**src/rtl/aq_ifu_ibuf_pop_ctrl_if.sv**
```systemverilog
// IFU ibuf to IDU instruction handoff: registered instruction, side-band info and ready.
// Handshake: an instruction transfers on a cycle where ibuf_idu_inst_vld and idu_ibuf_ready are
// both 1; while vld is 1 and ready is 0 every payload signal stays stable.
interface aq_ifu_ibuf_pop_ctrl_if #(
    parameter int HINFO_W = 22
);
    logic               ibuf_idu_inst_vld;
    logic [31:0]        ibuf_idu_inst;
    logic               ibuf_idu_inst_32;
    logic [1:0]         ibuf_idu_pred_taken;
    logic [HINFO_W-1:0] ibuf_idu_halt_info;
    logic               ibuf_idu_expt_vld;
    logic               ibuf_idu_expt_pgflt;
    logic               ibuf_idu_expt_hi;
    logic               idu_ibuf_ready;

    modport master (
        output ibuf_idu_inst_vld, ibuf_idu_inst, ibuf_idu_inst_32, ibuf_idu_pred_taken,
               ibuf_idu_halt_info, ibuf_idu_expt_vld, ibuf_idu_expt_pgflt, ibuf_idu_expt_hi,
        input  idu_ibuf_ready
    );

    modport slave (
        input  ibuf_idu_inst_vld, ibuf_idu_inst, ibuf_idu_inst_32, ibuf_idu_pred_taken,
               ibuf_idu_halt_info, ibuf_idu_expt_vld, ibuf_idu_expt_pgflt, ibuf_idu_expt_hi,
        output idu_ibuf_ready
    );
endinterface

```
**src/rtl/aq_ifu_ibuf_pop_ctrl.sv**
```systemverilog
// Read side of the IFU instruction buffer: assembles RVC/32-bit instructions from the
// halfword ring at the read pointer, retires consumed entries, and registers them for the IDU.
module aq_ifu_ibuf_pop_ctrl #(
    parameter int ENTRY_NUM = 8,
    parameter int PTR_W     = 3,
    parameter int HINFO_W   = 22
) (
    input  logic                         ibuf_cpuclk,
    input  logic                         cpurst_b,
    input  logic                         ibuf_flush_en,
    input  logic [ENTRY_NUM-1:0]         ibuf_entry_vld,
    input  logic [16*ENTRY_NUM-1:0]      ibuf_entry_inst,
    input  logic [2*ENTRY_NUM-1:0]       ibuf_entry_pred_taken,
    input  logic [HINFO_W*ENTRY_NUM-1:0] ibuf_entry_halt_info,
    input  logic [ENTRY_NUM-1:0]         ibuf_entry_acc_err,
    input  logic [ENTRY_NUM-1:0]         ibuf_entry_pgflt,
    output logic [ENTRY_NUM-1:0]         ibuf_entry_retire_en,
    output logic [PTR_W-1:0]             ibuf_pop_rptr_dbg,
    aq_ifu_ibuf_pop_ctrl_if.master       idu_if
);

    logic [PTR_W-1:0]   rptr;
    logic [PTR_W-1:0]   nptr;
    logic [15:0]        head_inst;
    logic [15:0]        next_inst;
    logic [1:0]         head_pred;
    logic [HINFO_W-1:0] head_hinfo;
    logic               is32;
    logic               herr;
    logic               nerr;
    logic               pair;
    logic               cand;
    logic               load;

    logic               out_vld;
    logic [31:0]        out_inst;
    logic               out_inst_32;
    logic [1:0]         out_pred;
    logic [HINFO_W-1:0] out_hinfo;
    logic               out_expt_vld;
    logic               out_expt_pgflt;
    logic               out_expt_hi;

    // next wraps N-1 -> 0 because the pointer is exactly log2(ENTRY_NUM) bits wide
    assign nptr       = rptr + PTR_W'(1);
    assign head_inst  = ibuf_entry_inst[16*rptr +: 16];
    assign next_inst  = ibuf_entry_inst[16*nptr +: 16];
    assign head_pred  = ibuf_entry_pred_taken[2*rptr +: 2];
    assign head_hinfo = ibuf_entry_halt_info[HINFO_W*rptr +: HINFO_W];

    assign is32 = (head_inst[1:0] == 2'b11);
    assign herr = ibuf_entry_acc_err[rptr] | ibuf_entry_pgflt[rptr];
    assign nerr = ibuf_entry_acc_err[nptr] | ibuf_entry_pgflt[nptr];

    // A faulting head pops alone as a 16-bit slot instead of waiting for its upper half
    assign pair = is32 & ~herr;
    assign cand = ibuf_entry_vld[rptr] & (~is32 | herr | ibuf_entry_vld[nptr]);
    // cpurst_b gating keeps the retire strobe quiet while reset is held
    assign load = cand & (~out_vld | idu_if.idu_ibuf_ready) & ~ibuf_flush_en & cpurst_b;

    always_comb begin
        ibuf_entry_retire_en = '0;
        if (load) begin
            ibuf_entry_retire_en[rptr] = 1'b1;
            if (pair) begin
                ibuf_entry_retire_en[nptr] = 1'b1;
            end
        end
    end

    always_ff @(posedge ibuf_cpuclk or negedge cpurst_b) begin
        if (!cpurst_b) begin
            rptr <= '0;
        end else if (ibuf_flush_en) begin
            rptr <= '0;
        end else if (load) begin
            rptr <= rptr + (pair ? PTR_W'(2) : PTR_W'(1));
        end
    end

    always_ff @(posedge ibuf_cpuclk or negedge cpurst_b) begin
        if (!cpurst_b) begin
            out_vld <= 1'b0;
        end else if (ibuf_flush_en) begin
            out_vld <= 1'b0;
        end else if (load) begin
            out_vld <= 1'b1;
        end else if (idu_if.idu_ibuf_ready) begin
            out_vld <= 1'b0;
        end
    end

    always_ff @(posedge ibuf_cpuclk or negedge cpurst_b) begin
        if (!cpurst_b) begin
            out_inst       <= '0;
            out_inst_32    <= 1'b0;
            out_pred       <= '0;
            out_hinfo      <= '0;
            out_expt_vld   <= 1'b0;
            out_expt_pgflt <= 1'b0;
            out_expt_hi    <= 1'b0;
        end else if (load) begin
            out_inst       <= pair ? {next_inst, head_inst} : {16'b0, head_inst};
            out_inst_32    <= is32;
            out_pred       <= head_pred;
            out_hinfo      <= head_hinfo;
            out_expt_vld   <= herr | (is32 & nerr);
            // head fault wins; the upper-half fault only counts when the head is clean
            out_expt_pgflt <= ibuf_entry_pgflt[rptr] | (pair & ibuf_entry_pgflt[nptr]);
            out_expt_hi    <= pair & nerr;
        end
    end

    assign ibuf_pop_rptr_dbg          = rptr;
    assign idu_if.ibuf_idu_inst_vld   = out_vld;
    assign idu_if.ibuf_idu_inst       = out_inst;
    assign idu_if.ibuf_idu_inst_32    = out_inst_32;
    assign idu_if.ibuf_idu_pred_taken = out_pred;
    assign idu_if.ibuf_idu_halt_info  = out_hinfo;
    assign idu_if.ibuf_idu_expt_vld   = out_expt_vld;
    assign idu_if.ibuf_idu_expt_pgflt = out_expt_pgflt;
    assign idu_if.ibuf_idu_expt_hi    = out_expt_hi;

endmodule
```
**src/flat_wrapper.sv**
```systemverilog
// flat-port wrapper written by rule: the top's interface ports become plain ports
module aq_ifu_ibuf_pop_ctrl_flat 
#(
    parameter int ENTRY_NUM = 8,
    parameter int PTR_W     = 3,
    parameter int HINFO_W   = 22
)
  (ibuf_cpuclk, cpurst_b, ibuf_flush_en, ibuf_entry_vld, ibuf_entry_inst, ibuf_entry_pred_taken, ibuf_entry_halt_info, ibuf_entry_acc_err, ibuf_entry_pgflt, ibuf_entry_retire_en, ibuf_pop_rptr_dbg, idu_if_ibuf_idu_inst_vld, idu_if_ibuf_idu_inst, idu_if_ibuf_idu_inst_32, idu_if_ibuf_idu_pred_taken, idu_if_ibuf_idu_halt_info, idu_if_ibuf_idu_expt_vld, idu_if_ibuf_idu_expt_pgflt, idu_if_ibuf_idu_expt_hi, idu_if_idu_ibuf_ready);
  aq_ifu_ibuf_pop_ctrl_if #(.HINFO_W(HINFO_W)) idu_if_i ();
  input  logic ibuf_cpuclk;
  input  logic cpurst_b;
  input  logic ibuf_flush_en;
  input  logic [ENTRY_NUM-1:0] ibuf_entry_vld;
  input  logic [16*ENTRY_NUM-1:0] ibuf_entry_inst;
  input  logic [2*ENTRY_NUM-1:0] ibuf_entry_pred_taken;
  input  logic [HINFO_W*ENTRY_NUM-1:0] ibuf_entry_halt_info;
  input  logic [ENTRY_NUM-1:0] ibuf_entry_acc_err;
  input  logic [ENTRY_NUM-1:0] ibuf_entry_pgflt;
  output logic [ENTRY_NUM-1:0] ibuf_entry_retire_en;
  output logic [PTR_W-1:0] ibuf_pop_rptr_dbg;
  output wire logic [$bits(idu_if_i.ibuf_idu_inst_vld)-1:0] idu_if_ibuf_idu_inst_vld;
  output wire logic [$bits(idu_if_i.ibuf_idu_inst)-1:0] idu_if_ibuf_idu_inst;
  output wire logic [$bits(idu_if_i.ibuf_idu_inst_32)-1:0] idu_if_ibuf_idu_inst_32;
  output wire logic [$bits(idu_if_i.ibuf_idu_pred_taken)-1:0] idu_if_ibuf_idu_pred_taken;
  output wire logic [$bits(idu_if_i.ibuf_idu_halt_info)-1:0] idu_if_ibuf_idu_halt_info;
  output wire logic [$bits(idu_if_i.ibuf_idu_expt_vld)-1:0] idu_if_ibuf_idu_expt_vld;
  output wire logic [$bits(idu_if_i.ibuf_idu_expt_pgflt)-1:0] idu_if_ibuf_idu_expt_pgflt;
  output wire logic [$bits(idu_if_i.ibuf_idu_expt_hi)-1:0] idu_if_ibuf_idu_expt_hi;
  input wire logic [$bits(idu_if_i.idu_ibuf_ready)-1:0] idu_if_idu_ibuf_ready;
  assign idu_if_ibuf_idu_inst_vld = idu_if_i.ibuf_idu_inst_vld;
  assign idu_if_ibuf_idu_inst = idu_if_i.ibuf_idu_inst;
  assign idu_if_ibuf_idu_inst_32 = idu_if_i.ibuf_idu_inst_32;
  assign idu_if_ibuf_idu_pred_taken = idu_if_i.ibuf_idu_pred_taken;
  assign idu_if_ibuf_idu_halt_info = idu_if_i.ibuf_idu_halt_info;
  assign idu_if_ibuf_idu_expt_vld = idu_if_i.ibuf_idu_expt_vld;
  assign idu_if_ibuf_idu_expt_pgflt = idu_if_i.ibuf_idu_expt_pgflt;
  assign idu_if_ibuf_idu_expt_hi = idu_if_i.ibuf_idu_expt_hi;
  assign idu_if_i.idu_ibuf_ready = idu_if_idu_ibuf_ready;
  aq_ifu_ibuf_pop_ctrl #(.ENTRY_NUM(ENTRY_NUM), .PTR_W(PTR_W), .HINFO_W(HINFO_W)) u_core (.ibuf_cpuclk(ibuf_cpuclk), .cpurst_b(cpurst_b), .ibuf_flush_en(ibuf_flush_en), .ibuf_entry_vld(ibuf_entry_vld), .ibuf_entry_inst(ibuf_entry_inst), .ibuf_entry_pred_taken(ibuf_entry_pred_taken), .ibuf_entry_halt_info(ibuf_entry_halt_info), .ibuf_entry_acc_err(ibuf_entry_acc_err), .ibuf_entry_pgflt(ibuf_entry_pgflt), .ibuf_entry_retire_en(ibuf_entry_retire_en), .ibuf_pop_rptr_dbg(ibuf_pop_rptr_dbg), .idu_if(idu_if_i));
endmodule
```
**config.mk**
```make
export PLATFORM = sky130hd
export DESIGN_NAME = aq_ifu_ibuf_pop_ctrl_flat
export DESIGN_NICKNAME = d
export VERILOG_FILES = /design/src/rtl/aq_ifu_ibuf_pop_ctrl_if.sv /design/src/rtl/aq_ifu_ibuf_pop_ctrl.sv /design/src/flat_wrapper.sv
export SDC_FILE = /design/constraint.sdc
export NUM_CORES = 1
export LEC_CHECK = 0
export ABC_AREA = 1
export CAP_MARGIN = 30
export CORE_AREA = 2 2 163 165
export CTS_BUF_LIST = sky130_fd_sc_hd__clkbuf_4
export CTS_CLUSTER_DIAMETER = 150
export DETAILED_ROUTE_END_ITERATION = 16
export DIE_AREA = 0 0 165 167
export DONT_BUFFER_PORTS = 1
export GPL_TIMING_DRIVEN = 0
export HOLD_SLACK_MARGIN = 0.06
export PLACE_DENSITY = 0.47
export SLEW_MARGIN = 20
export SYNTH_ARGS = -nofsm -noshare
export SYNTH_HDL_FRONTEND = slang
export SYNTH_SLANG_ARGS = --single-unit
```
**constraint.sdc**
```tcl
create_clock -name ibuf_cpuclk -period 2.4 [get_ports ibuf_cpuclk]
set_input_delay 0.6 -clock ibuf_cpuclk [delete_from_list [all_inputs] [get_ports ibuf_cpuclk]]
set_output_delay 0.6 -clock ibuf_cpuclk [all_outputs]
set_load 0.05 [all_outputs]
```
==> Yosys cells after proc, flatten, opt, wreduce, memory -nomap -nowiden <==
Index checks and enable logic that the tools add are counted.
{ "word_totals": {"elab_cells": 70, "regBits": 64} }
{ "classes": {"eq_ne": 1, "reduce_logical": 4, "n_mux": 25, "n_shift": 4, "bitwise_logic": 20, "mul": 1, "addsub": 2, "order_cmp": 4} }
{ "ops": {"columns": ["operator", "n"], "rows": [
  ["128-bit by 8-bit indexed part select with 16-bit output", 2],
  ["176-bit by 9-bit indexed part select with 22-bit output", 1],
  ["32-bit two-way mux", 1],
  ["1-bit binary-select mux with 3-bit select", 6],
  ["8-bit two-way mux", 2],
  ["16-bit by 5-bit indexed part select with 2-bit output", 1],
  ["1-bit two-way mux", 11],
  ["1-bit bitwise AND", 8],
  ["3-bit by 4-bit < comparator with 1-bit output, second input constant", 2],
  ["8-bit bitwise OR", 1],
  ["4-bit by 3-bit multiplier with 7-bit output, first input constant", 1],
  ["1-bit bitwise OR", 7],
  ["1-bit demux with 3-bit select", 2],
  ["3-bit by 1-bit >= comparator with 1-bit output, second input constant", 2],
  ["3-bit two-way mux", 2],
  ["1-bit inverter", 4],
  ["3-bit by 1-bit adder with 3-bit output, second input constant", 1],
  ["3-bit adder", 1],
  ["3-bit nonzero test", 1],
  ["2-bit equality test, second input constant", 1],
  ["1-bit logical AND", 2],
  ["2-bit two-way mux", 1],
  ["2-bit nonzero test", 1]
]} }

==> Logic depth before layout (Yosys ltp) <==
Gate-level depths: netlist of run 1.
{ "logic_depth": {"word_depth": 11, "mapped_depth": 18} }

==> Worst setup path after synthesis of run 1 <==
No wires, ideal clock.
{ "synth_path": {"path_kind": "register -> output", "start": "register u_core.rptr[1], in the netlist u_core.ibuf_pop_rptr_dbg[1]", "end": "output ibuf_entry_retire_en[2]", "n_path_buf": 3, "required_ns": 1.800, "path_slack_ns": -1.090, "path_stages_with_launch": 12, "arrival_time_ns": 2.890, "path_cell_list": "dfrtp_1 ha_1 clkbuf_1 nor2_1 nand2_1 nand2_1 nor2_1 nand3_2 nand2_2 buf_6 buf_6 a21oi_1"} }
{ "synth_via": {"elab_chain_cells": 10, "elab_cells_between_ends": 34, "cone_classes": "1 x add/sub; 4 x order compare; 1 x eq/ne; 1 x shift; 14 x mux; 11 x bitwise; 2 x reduce/logical"} }
{ "synth_lines": {"columns": ["item", "line", "text"], "rows": [
  ["start: declaration", "aq_ifu_ibuf_pop_ctrl.sv:22", "logic [PTR_W-1:0] rptr;"],
  ["start signal: assignment", "aq_ifu_ibuf_pop_ctrl.sv:77", "rptr <= rptr + (pair ? PTR_W'(2) : PTR_W'(1));"],
  ["128-bit by 8-bit indexed part select with 16-bit output or 1-bit binary-select mux with 3-bit select (tied branches)", "aq_ifu_ibuf_pop_ctrl.sv:46, aq_ifu_ibuf_pop_ctrl.sv:52", null],
  ["2-bit equality test or 1-bit two-way mux (tied branches)", "aq_ifu_ibuf_pop_ctrl.sv:51, aq_ifu_ibuf_pop_ctrl.sv:52", null],
  ["1-bit inverter or 1-bit bitwise OR (tied branches)", "aq_ifu_ibuf_pop_ctrl.sv:57, aq_ifu_ibuf_pop_ctrl.sv:52", null],
  ["1-bit bitwise OR (2 in series)", "aq_ifu_ibuf_pop_ctrl.sv:57", "assign cand = ibuf_entry_vld[rptr] & (~is32 | herr | ibuf_entry_vld[nptr]);"],
  ["1-bit bitwise AND", "aq_ifu_ibuf_pop_ctrl.sv:57", null],
  ["1-bit bitwise AND (3 in series)", "aq_ifu_ibuf_pop_ctrl.sv:59", "assign load = cand & (~out_vld | idu_if.idu_ibuf_ready) & ~ibuf_flush_en & cpurst_b;"],
  ["8-bit two-way mux *", "aq_ifu_ibuf_pop_ctrl.sv:63", "if (load) begin"],
  ["end: declaration", "flat_wrapper.sv:19", "output logic [ENTRY_NUM-1:0] ibuf_entry_retire_en;"]
]} }
Mark *: on every way between the ends. The rest lies on a longest branch, timed or not. The select of a mux whose other input is x is not followed.

==> Worst setup path in the final report of run 1 <==
{ "layout_path": {"start": "register u_core.rptr[0], in the netlist u_core.ibuf_pop_rptr_dbg[0]", "end": "output ibuf_entry_retire_en[6]"} }
Same word-level chain as after synthesis.

==> results of run 1 <==
==> worst max-delay path by stage <==
| stage | end | startpoint | slack, ns |
|---|---|---|---|
| 2_1_floorplan | ibuf_entry_retire_en[0] | u_core.ibuf_pop_rptr_dbg[1]$_DFFE_PN0P_ | -0.29 |
| 3_3_place_gp | ibuf_entry_retire_en[1] | u_core.ibuf_pop_rptr_dbg[0]$_DFFE_PN0P_ | -1.28 |
| 3_5_place_dp | ibuf_entry_retire_en[7] | u_core.ibuf_pop_rptr_dbg[0]$_DFFE_PN0P_ | -0.92 |
| 4_1_cts | ibuf_entry_retire_en[6] | u_core.ibuf_pop_rptr_dbg[0]$_DFFE_PN0P_ | -1.02 |
| 5_1_grt | ibuf_entry_retire_en[5] | u_core.ibuf_pop_rptr_dbg[2]$_DFFE_PN0P_ | -1.16 |
| 6_report | ibuf_entry_retire_en[6] | u_core.ibuf_pop_rptr_dbg[0]$_DFFE_PN0P_ | -1.01 |
==> cells in the mapped netlist <==
cell type	instances
nand2_1	553
nor2_1	118
o21ai_0	102
inv_1	79
dfrtp_1	64
a21oi_1	48
a22oi_1	45
nand3_1	38
nand4_1	31
buf_2	28
clkbuf_1	27
or2_2	13
buf_4	10
buf_1	8
nor2_2	8
inv_2	7
a21oi_2	6
buf_6	4
clkinv_1	3
nand2_2	3
nand3b_1	3
o211ai_1	3
or2_1	3
and3_1	2
ha_1	2
o21ai_1	2
o22ai_1	2
a211oi_1	1
a21boi_0	1
fa_1	1
inv_4	1
nand3_2	1
o2bb2ai_1	1
xnor2_1	1
==> power by group <==
part / leakage, nW / switching (mW) / internal [mW]
logic: 3.53 / 3.86 / 2.16
clock network: 0.0847 / 0.583 / 0.433
registers: 0.824 / 1.90 / 1.47
==> critical path: stages, from the launching register on <==
cell	delay (ns)
dfrtp_4	0.61
buf_8	0.17
inv_8	0.05
buf_12	0.14
nand2_4	0.17
o21ai_1	0.08
nor2_1	0.10
nand2_1	0.11
nor2_4	0.15
nand2_4	0.07
buf_12	0.14
buf_12	0.14
a21oi_4	0.34
==> cell families (layout without fill, tap and decap cells) <==
kind of cell,count (synthesis),after routing
AO/OA/AOI/OAI,211,211
XOR/XNOR,1,1
adder cells (fa/ha/maj),3,3
buffers and inverters,167,232
flip-flops,64,64
other,0,12
AND/OR/NAND/NOR,773,773
==> sequential cells by signal, summed over array words and instances, names as in the netlist <==
name                               count
u_core.idu_if.ibuf_idu_inst           32
u_core.idu_if.ibuf_idu_halt_info      22
u_core.ibuf_pop_rptr_dbg               3
u_core.idu_if.ibuf_idu_pred_taken      2
u_core.idu_if.ibuf_idu_expt_hi         1
u_core.idu_if.ibuf_idu_expt_pgflt      1
u_core.idu_if.ibuf_idu_expt_vld        1
u_core.idu_if.ibuf_idu_inst_32         1
u_core.idu_if.ibuf_idu_inst_vld        1
==> per-stage QoR <==
step           utilization (%)  area [um2]  total power, mW
3_5_place_dp              28.5        7350             7.92
4_1_cts                   30.8        7930             9.29
5_1_grt                   35.3        9100             10.9
6_report                  35.3        9100             10.4
3_3_place_gp              28.4        7310             7.90
2_1_floorplan                -        6890             6.22
==> area by class of cell <==
type,count,share of cell area [%]
diodes,12,0.330
plain buffers,75,8.55
clock buffers,9,0.742
clock inverters,7,1.14
inverters,90,4.22
multi-input cells,988,55.5
flip-flops and latches,64,17.7
well taps,335,4.60
repair buffers,50,7.04
repair inverters,1,0.220
==> routing by layer <==
layer,part of all wire (%),up-vias
met5,0,-
li1,-,4034
met2,48,572
met4,4.1,0
met1,38,4329
met3,9.8,103
==> repair_timing <==
action / in CTS / in global routing
endpoints found under the setup margin: 72 / 70
pin swaps: 16 / 46
resized for setup: 94 / 231
gates cloned: 0 / 11
hold endpoints to repair: 64 / 0
buffers inserted: 14 / 21
hold buffers: 2 / 0
==> flow_summary.ini, run 1 <==
[pwr]
leakage_nw = 4.44
ir_worst_vdd_uv = 579
pwr_density_cell_nw_per_um2 = 1140

[timing]
rsz0062_at_grt = true
timing.hold.ws_ns = 0.183
maxSlewViolCount = 0
setup_viol = 53
hold_viol_final = 0
fin_skew_ns = 0.0266
fin_crit_sh_pct = 142
worst_pin_slew_ns = 0.654
fin_ws_ns = -1.01
final.min_clock_period_ns = 3.41
max_freq_mhz = 293
maxSlewHeadroom_pct = 56.4
setup_tns_ns = -10.87

[layout]
num-fill-cells = 2872
final_cell_mix = nand2_1 (469), nor2_1 (100), o21ai_0 (95)
drive_gt1_share_pct = 24.1
regArea_um2 = 1610
multi_input_area_um2 = 5050
syn_to_final_growth_pct = 35.6
final_common_cell = nand2_1
nets = 1630
finalNonFillerCells = 1631

[clock_network]
cts_buffer_depth = 2
path_clk_slew_ns = 0.16
clk_root_buffer_cell = clkbuf_4
clkSinkCount = 64
htreeDepth = 3
cts_tree = yes
cts_inserted_buffers = 9
clk-insertion-delay-late_ns = 0.51

[global_routing]
antenna_found_initial = 12
grt_use_total_pct = 32.2
grt_use_met2_pct = 53.7
top_usage_layer = met2
first_global_vias = 8685
grt_overflow = 0
use_met1_pct = 37.6
grt_first_pass_wirelength_um = 62300
grt_max_degree = 65
grt_util_met3_pct = 9.39

[route]
drc = 0
drt_iter0_drc = 872
dr.pass1.iters = 5
via_per_inst = 5.54
num_vias = 9038
drt-total-wl_um = 46800
routedWlPerCell_um = 28.7
ant_nets = 0

[placed_design]
dp_hpwl_um = 34300
numPortBuffers = 0
pre_cts_slack_ns = -0.919
dp.cells = 1557
routabilityCongestion = 0.940

[yosys]
avgSynthCellArea_um2 = 5.51
synthAdderAreaFrac_pct = 0.671
yosysTopAreaCell = nand2_1
yosys_warnings = 0
synth_top_family_by_area = simple AND/OR/NAND/NOR gates
synth-simple-area-share_pct = 46.4
synth.area.mux_share_pct = 0
ys_types = 34
synth_fp_nets = 1570
synth_area_leaders = nand2_1 (31%), dfrtp_1 (24%), o21ai_0 (7.6%)
ys_ff_latch = 64
synth_top_cell_area_share_pct = 30.9
synth_xor_xnor_area_share_pct = 0.130
synth-seq-area-share_pct = 23.9
syn-instance-count = 1219
synth.cell_area_um2 = 6710
synth-compound-area-share_pct = 18.0

[setup_path]
worstPathMaxFanout = 10
arrival_ns = 2.81
timing.rr.end = u_core.ibuf_pop_rptr_dbg[1]$_DFFE_PN0P_
worstSetupPathType = flip-flop to output pin
r2r_cells = 17
cp.required_ns = 1.80
r2r-start = u_core.ibuf_pop_rptr_dbg[2]$_DFFE_PN0P_
start_kind = flip-flop
reg2reg_slack_ns = -0.53
endpoint_kind = output pin

[floorplanning]
die_area_um2 = 27600
rows = 59
core_um2 = 25800
num_io_pins = 420
die_y_um = 167
die_w_um = 165
start_util_pct = 26.1

[status]
status = finished with violations
violations = negative setup slack

[job]
drv_cap = 0

[min_path]
min_path_cells = 1
hold_path.class = input pin to flip-flop
hold_start = ibuf_flush_en
holdPathEnd = u_core.idu_if.ibuf_idu_inst_vld$_DFFE_PN0P_
(Power assumes the default switching activity.)
==> inputs of run 2 (changes only) <==
--- a/config.mk
+++ b/config.mk
@@ -10,12 +10,14 @@
 export CORE_AREA = 2 2 163 165
 export CTS_BUF_LIST = sky130_fd_sc_hd__clkbuf_4
 export CTS_CLUSTER_DIAMETER = 150
+export CTS_CLUSTER_SIZE = 28
 export DETAILED_ROUTE_END_ITERATION = 16
 export DIE_AREA = 0 0 165 167
 export DONT_BUFFER_PORTS = 1
 export GPL_TIMING_DRIVEN = 0
 export HOLD_SLACK_MARGIN = 0.06
 export PLACE_DENSITY = 0.47
+export SKIP_LAST_GASP = 1
 export SLEW_MARGIN = 20
 export SYNTH_ARGS = -nofsm -noshare
 export SYNTH_HDL_FRONTEND = slang
==> run 2 against run 1 <==
  * The flow still finishes with violations (negative setup slack)
  * Non-clock buffer count down 6
  * Clock-buffer cell count stayed put
  * Design area down 6.6%
  * Flip-flop and latch count unchanged
  * Clock power about the same
  * First-iteration DRC count fell by 15%
  * Critical path type unchanged
  * Critical endpoint unchanged
==> flow_summary.ini, run 2 (synthesized netlist as in run 1, its figures left out) <==
[job]
drv_cap = 0

[global_routing]
grt_overflow = 0
antenna_found_initial = 12
grt_max_degree = 65
grt_first_pass_wirelength_um = 62300
first_global_vias = 8685
grt_use_total_pct = 32.2

[status]
status = finished with violations
violations = negative setup slack

[timing]
setup_viol = 54
maxSlewHeadroom_pct = 55.4
fin_skew_ns = 0.0230
worst_pin_slew_ns = 0.669
rsz0062_at_grt = true
fin_crit_sh_pct = 141
maxSlewViolCount = 0
max_freq_mhz = 295
fin_ws_ns = -0.990
hold_viol_final = 0
final.min_clock_period_ns = 3.39

[placed_design]
routabilityCongestion = 0.940
place_area_um2 = 7350
dp_hpwl_um = 34300
numPortBuffers = 0

[layout]
regArea_um2 = 1610
largest_register_ffs = 32
final_common_cell = nand2_1
finalInstanceArea_um2 = 8500
utilization_pct = 33.0
nets = 1623
final_cell_mix = nand2_1 (534), nor2_1 (101), o21ai_0 (99)
drive_gt1_share_pct = 18.6
syn_to_final_growth_pct = 26.6
multi_input_area_um2 = 4770
num-fill-cells = 2940

[clock_network]
clk_root_buffer_cell = clkbuf_4
cts_inserted_buffers = 9
cts_tree = yes
path_clk_slew_ns = 0.14
clk-insertion-delay-late_ns = 0.50
htreeDepth = 3
cts_buffer_depth = 2
clkSinkCount = 64

[route]
num_vias = 8846
via_per_inst = 5.45
routedWlPerCell_um = 28.3
drt_iter0_drc = 744
drc = 0
drt-total-wl_um = 45900
dr.pass1.iters = 5
ant_nets = 0

[setup_path]
path_cells = buf_8, buf_12, nand2_2, inv_2, nand3_1, nand2_2, nor2_2, nand3_2, nor2_4, buf_6, nand3_2, a21oi_4
worstSetupPathType = flip-flop to output pin
slowest_delay_ns = 0.56
endpoint_kind = output pin
crit_slowest_cell = dfrtp_2
cp.required_ns = 1.80
cpLargestDelayFamily = simple AND/OR/NAND/NOR gates
path_buf_inv = 4
arrival_ns = 2.79
start_kind = flip-flop
worstPathMaxFanout = 5

[floorplanning]
die_y_um = 167
num_io_pins = 420
core_um2 = 25800
die_w_um = 165
rows = 59
start_util_pct = 26.1
die_area_um2 = 27600

[min_path]
hold_path.class = input pin to flip-flop

[pwr]
pwr_density_cell_nw_per_um2 = 1160
ir_worst_vdd_uv = 548
leakage_nw = 4.06
[run 2: per-layer routing]
layer,GRT usage (%),part of all wire [%],vias up,wire length (um)
li1,-,-,4013,-
met1,37.7,38,4171,17400
met2,53.7,48,551,21900
met3,9.39,10,111,4580
met4,15.1,4.4,0,2030
met5,0,0,-,0
[run 2: layout make-up]
class,instances,area share (%)
Multi-Input combinational cell,988,56.1
Timing Repair Buffer,44,5.25
Antenna cell,12,0.353
Sequential cell,64,18.9
Clock inverter,7,1.22
Buffer,75,8.06
Tap cell,335,4.93
Inverter,90,4.36
Clock buffer,9,0.795
[run 2: path summary, 6_finish.rpt]
path	from	endpoint	slack, ns	depth (start not counted)
max	u_core.ibuf_pop_rptr_dbg[2]$_DFFE_PN0P_	ibuf_entry_retire_en[6]	-0.99	12
min reg2reg	u_core.idu_if.ibuf_idu_inst[23]$_DFFE_PN0P_	u_core.idu_if.ibuf_idu_inst[23]$_DFFE_PN0P_	0.79	2
min	ibuf_flush_en	u_core.idu_if.ibuf_idu_inst_vld$_DFFE_PN0P_	0.19	1
max reg2reg	u_core.ibuf_pop_rptr_dbg[2]$_DFFE_PN0P_	u_core.ibuf_pop_rptr_dbg[1]$_DFFE_PN0P_	-0.53	17
max in group asynchronous	cpurst_b	u_core.idu_if.ibuf_idu_inst[21]$_DFFE_PN0P_	1.42	2
min in group asynchronous	cpurst_b	u_core.idu_if.ibuf_idu_halt_info[6]$_DFFE_PN0P_	0.65	2
[run 2: worst reg2reg max path, stage by stage (launching register included)]
cell	delay [ns]
dfrtp_2	0.56
buf_8	0.19
buf_12	0.13
nand2_2	0.12
inv_2	0.09
nand3_1	0.10
nand2_2	0.07
nor2_2	0.13
nand3_2	0.12
nor2_4	0.16
buf_4	0.15
inv_4	0.07
clkbuf_16	0.16
ha_2	0.17
inv_2	0.05
fa_2	0.40
nand3b_1	0.17
nand2_1	0.07
[run 2: what timing repair did]
action | 4_1_cts | 5_1_grt
endpoints found under the hold margin | 64 | 0
gates resized for setup | 91 | 98
setup buffers | 14 | 22
pin swaps | 16 | 26
cloned | 0 | 3
setup endpoints to repair | 72 | 70
hold buffers | 2 | 0
[run 2: metrics by stage]
step           total power, mW  setup slack (ns)  setup TNS (ns)  hold slack (ns)  cells
3_3_place_gp              7.90             -1.28          -33.34            0.306   1554
5_1_grt                   10.4             -1.13          -19.07            0.171   1623
3_5_place_dp              7.92            -0.919          -30.43            0.306   1557
2_1_floorplan             6.22            -0.294           -2.51            0.304   1219
4_1_cts                   9.29             -1.03          -10.11            0.167   1587
6_report                  9.83            -0.990          -10.13            0.190   1624
[run 2: where the power goes]
| group | total, mW | internal, mW | switching [mW] |
|---|---|---|---|
| logic | 5.46 | 1.93 | 3.54 |
| clock network | 1.00 | 0.433 | 0.571 |
| registers | 3.36 | 1.47 | 1.89 |
==> inputs of run 3 (changes only) <==
--- a/config.mk
+++ b/config.mk
@@ -10,13 +10,14 @@
 export CORE_AREA = 2 2 163 165
 export CTS_BUF_LIST = sky130_fd_sc_hd__clkbuf_4
 export CTS_CLUSTER_DIAMETER = 150
-export CTS_CLUSTER_SIZE = 28
 export DETAILED_ROUTE_END_ITERATION = 16
 export DIE_AREA = 0 0 165 167
 export DONT_BUFFER_PORTS = 1
 export GPL_TIMING_DRIVEN = 0
 export HOLD_SLACK_MARGIN = 0.06
+export MAX_ROUTING_LAYER = met4
 export PLACE_DENSITY = 0.47
+export REMOVE_ABC_BUFFERS = 1
 export SKIP_LAST_GASP = 1
 export SLEW_MARGIN = 20
 export SYNTH_ARGS = -nofsm -noshare
==> run 3 against run 2 <==
  * The run still ends with negative setup slack left
  * Clock skew up 0.0076 ns
  * Via count down 3.2%
  * Clock-buffer cell count up 1
  * Critical endpoint is now ibuf_entry_retire_en[2]
==> flow_summary.ini, run 3 (synthesized netlist as in run 1, its figures left out) <==
[status]
status = finished with violations
violations = negative setup slack

[route]
num_vias = 8562
via_per_inst = 5.41
drt-total-wl_um = 38500
drc = 0
drt_iter0_drc = 633
ant_nets = 0
routedWlPerCell_um = 24.3
dr.pass1.iters = 5

[layout]
final_cell_mix = nand2_1 (534), nor2_1 (107), o21ai_0 (98)
drive_gt1_share_pct = 14.8
final_common_cell = nand2_1
largest_register_ffs = 32
nets = 1592
finalInstanceArea_um2 = 8670
num-fill-cells = 2847
finalNonFillerCells = 1583
utilization_pct = 33.6
syn_to_final_growth_pct = 29.1

[setup_path]
worstSetupPathType = flip-flop to output pin
path_buf_inv = 5
worstPathMaxFanout = 7
slowest_delay_ns = 0.64
endpoint_kind = output pin
cpMostUsedCell = buf_16
cp.required_ns = 1.80
path_cells = buf_16, ha_4, buf_16, buf_12, nor2_4, nand2_2, nand2_2, nor2_4, nand3_4, nand2_8, buf_16, a21oi_1, buf_4
start_kind = flip-flop
crit_slowest_cell = dfrtp_4
cpLargestDelayFamily = buffers and inverters
arrival_ns = 2.87

[placed_design]
dp_hpwl_um = 23200
numPortBuffers = 0
place_area_um2 = 7190
routabilityCongestion = 0.862
dp.cells = 1494
pre_cts_slack_ns = -2.48

[global_routing]
grt_first_pass_wirelength_um = 50300
grt_util_met3_pct = 5.93
use_met1_pct = 28.5
grt_use_met2_pct = 44.7
first_global_vias = 7933
grt_use_total_pct = 25.5
grt_overflow = 0
grt_max_degree = 67
top_usage_layer = met2
antenna_found_initial = 3

[pwr]
pwr_density_cell_nw_per_um2 = 1110
finalPower_mw = 9.64
ir_worst_vdd_uv = 349
leakage_nw = 4.09

[clock_network]
cts_buffer_depth = 2
cts_tree = yes
htreeDepth = 3
clk_root_buffer_cell = clkbuf_4
path_clk_slew_ns = 0.14
cts_inserted_buffers = 9
clk-insertion-delay-late_ns = 0.45
clkSinkCount = 64

[timing]
fin_skew_ns = 0.0306
maxSlewHeadroom_pct = 56.6
max_freq_mhz = 288
hold_viol_final = 0
maxSlewViolCount = 0
rsz0062_at_grt = true
worst_pin_slew_ns = 0.646
timing.hold.ws_ns = 0.212
setup_tns_ns = -29.86
fin_crit_sh_pct = 145
setup_viol = 72
fin_ws_ns = -1.07
final.min_clock_period_ns = 3.47

[floorplanning]
die_area_um2 = 27600
core_um2 = 25800
die_w_um = 165
die_y_um = 167
start_util_pct = 26.1
rows = 59
num_io_pins = 420

[min_path]
hold_path.class = input pin to flip-flop

[job]
drv_cap = 0
==> run 3: cell types whose count changed in the layout (fill, tap and decap cells not counted), moves of 4 or more <==
cell,delta
clkbuf_2,-21
nor2_2,-6
buf_6,-14
nor2_1,+6
buf_8,-11
nand3_1,+13
nand3_2,-11
nand2_8,+4
buf_4,-15
buf_16,+17
diode_2,-9
==> run 3: report_power, final <==
group	total [mW]	switching, mW	internal, mW
combinational	5.56	3.42	2.14
sequential	3.39	1.92	1.47
clock	0.688	0.477	0.211
==> run 3: final timing paths <==
path                                                                 start                                               end  slack, ns  depth (start not counted)
worst min register to register  u_core.idu_if.ibuf_idu_inst[5]$_DFFE_PN0P_        u_core.idu_if.ibuf_idu_inst[5]$_DFFE_PN0P_       0.80                          2
max in group asynchronous                                         cpurst_b       u_core.idu_if.ibuf_idu_inst[30]$_DFFE_PN0P_       1.38                          2
worst max register to register     u_core.ibuf_pop_rptr_dbg[0]$_DFFE_PN0P_           u_core.ibuf_pop_rptr_dbg[1]$_DFFE_PN0P_      -0.65                         17
min in group asynchronous                                         cpurst_b  u_core.idu_if.ibuf_idu_pred_taken[0]$_DFFE_PN0P_       0.68                          2
worst min-delay path                                         ibuf_flush_en       u_core.idu_if.ibuf_idu_inst_vld$_DFFE_PN0P_       0.21                          1
worst max-delay path               u_core.ibuf_pop_rptr_dbg[0]$_DFFE_PN0P_                           ibuf_entry_retire_en[2]      -1.07                         13
==> run 3: layer usage <==
layer,vias to the layer above,wire length [um]
met5,-,0
met4,0,1190
met3,66,3410
met2,515,19300
met1,4042,14600
li1,3939,-
==> run 3: final cells by class <==
cell class / count / area (um2) / area share, %
Tap cell: 335 / 419 / 4.84
Clock inverter: 5 / 26.3 / 0.303
Multi-Input combinational cell: 992 / 4740 / 54.6
Antenna cell: 3 / 7.51 / 0.0866
Inverter: 90 / 419 / 4.84
Sequential cell: 64 / 1610 / 18.6
Timing Repair Buffer: 76 / 1240 / 14.3
Timing Repair inverter: 8 / 131 / 1.52
Clock buffer: 10 / 75.1 / 0.866
==> run 3: repair_timing <==
action                     CTS  global route
setup endpoints to repair   72            72
hold buffers                 2             0
hold endpoints to repair    64             0
pin swaps                   17            27
buffers inserted            35             9
gates cloned                11            14
gates resized for setup     54            65
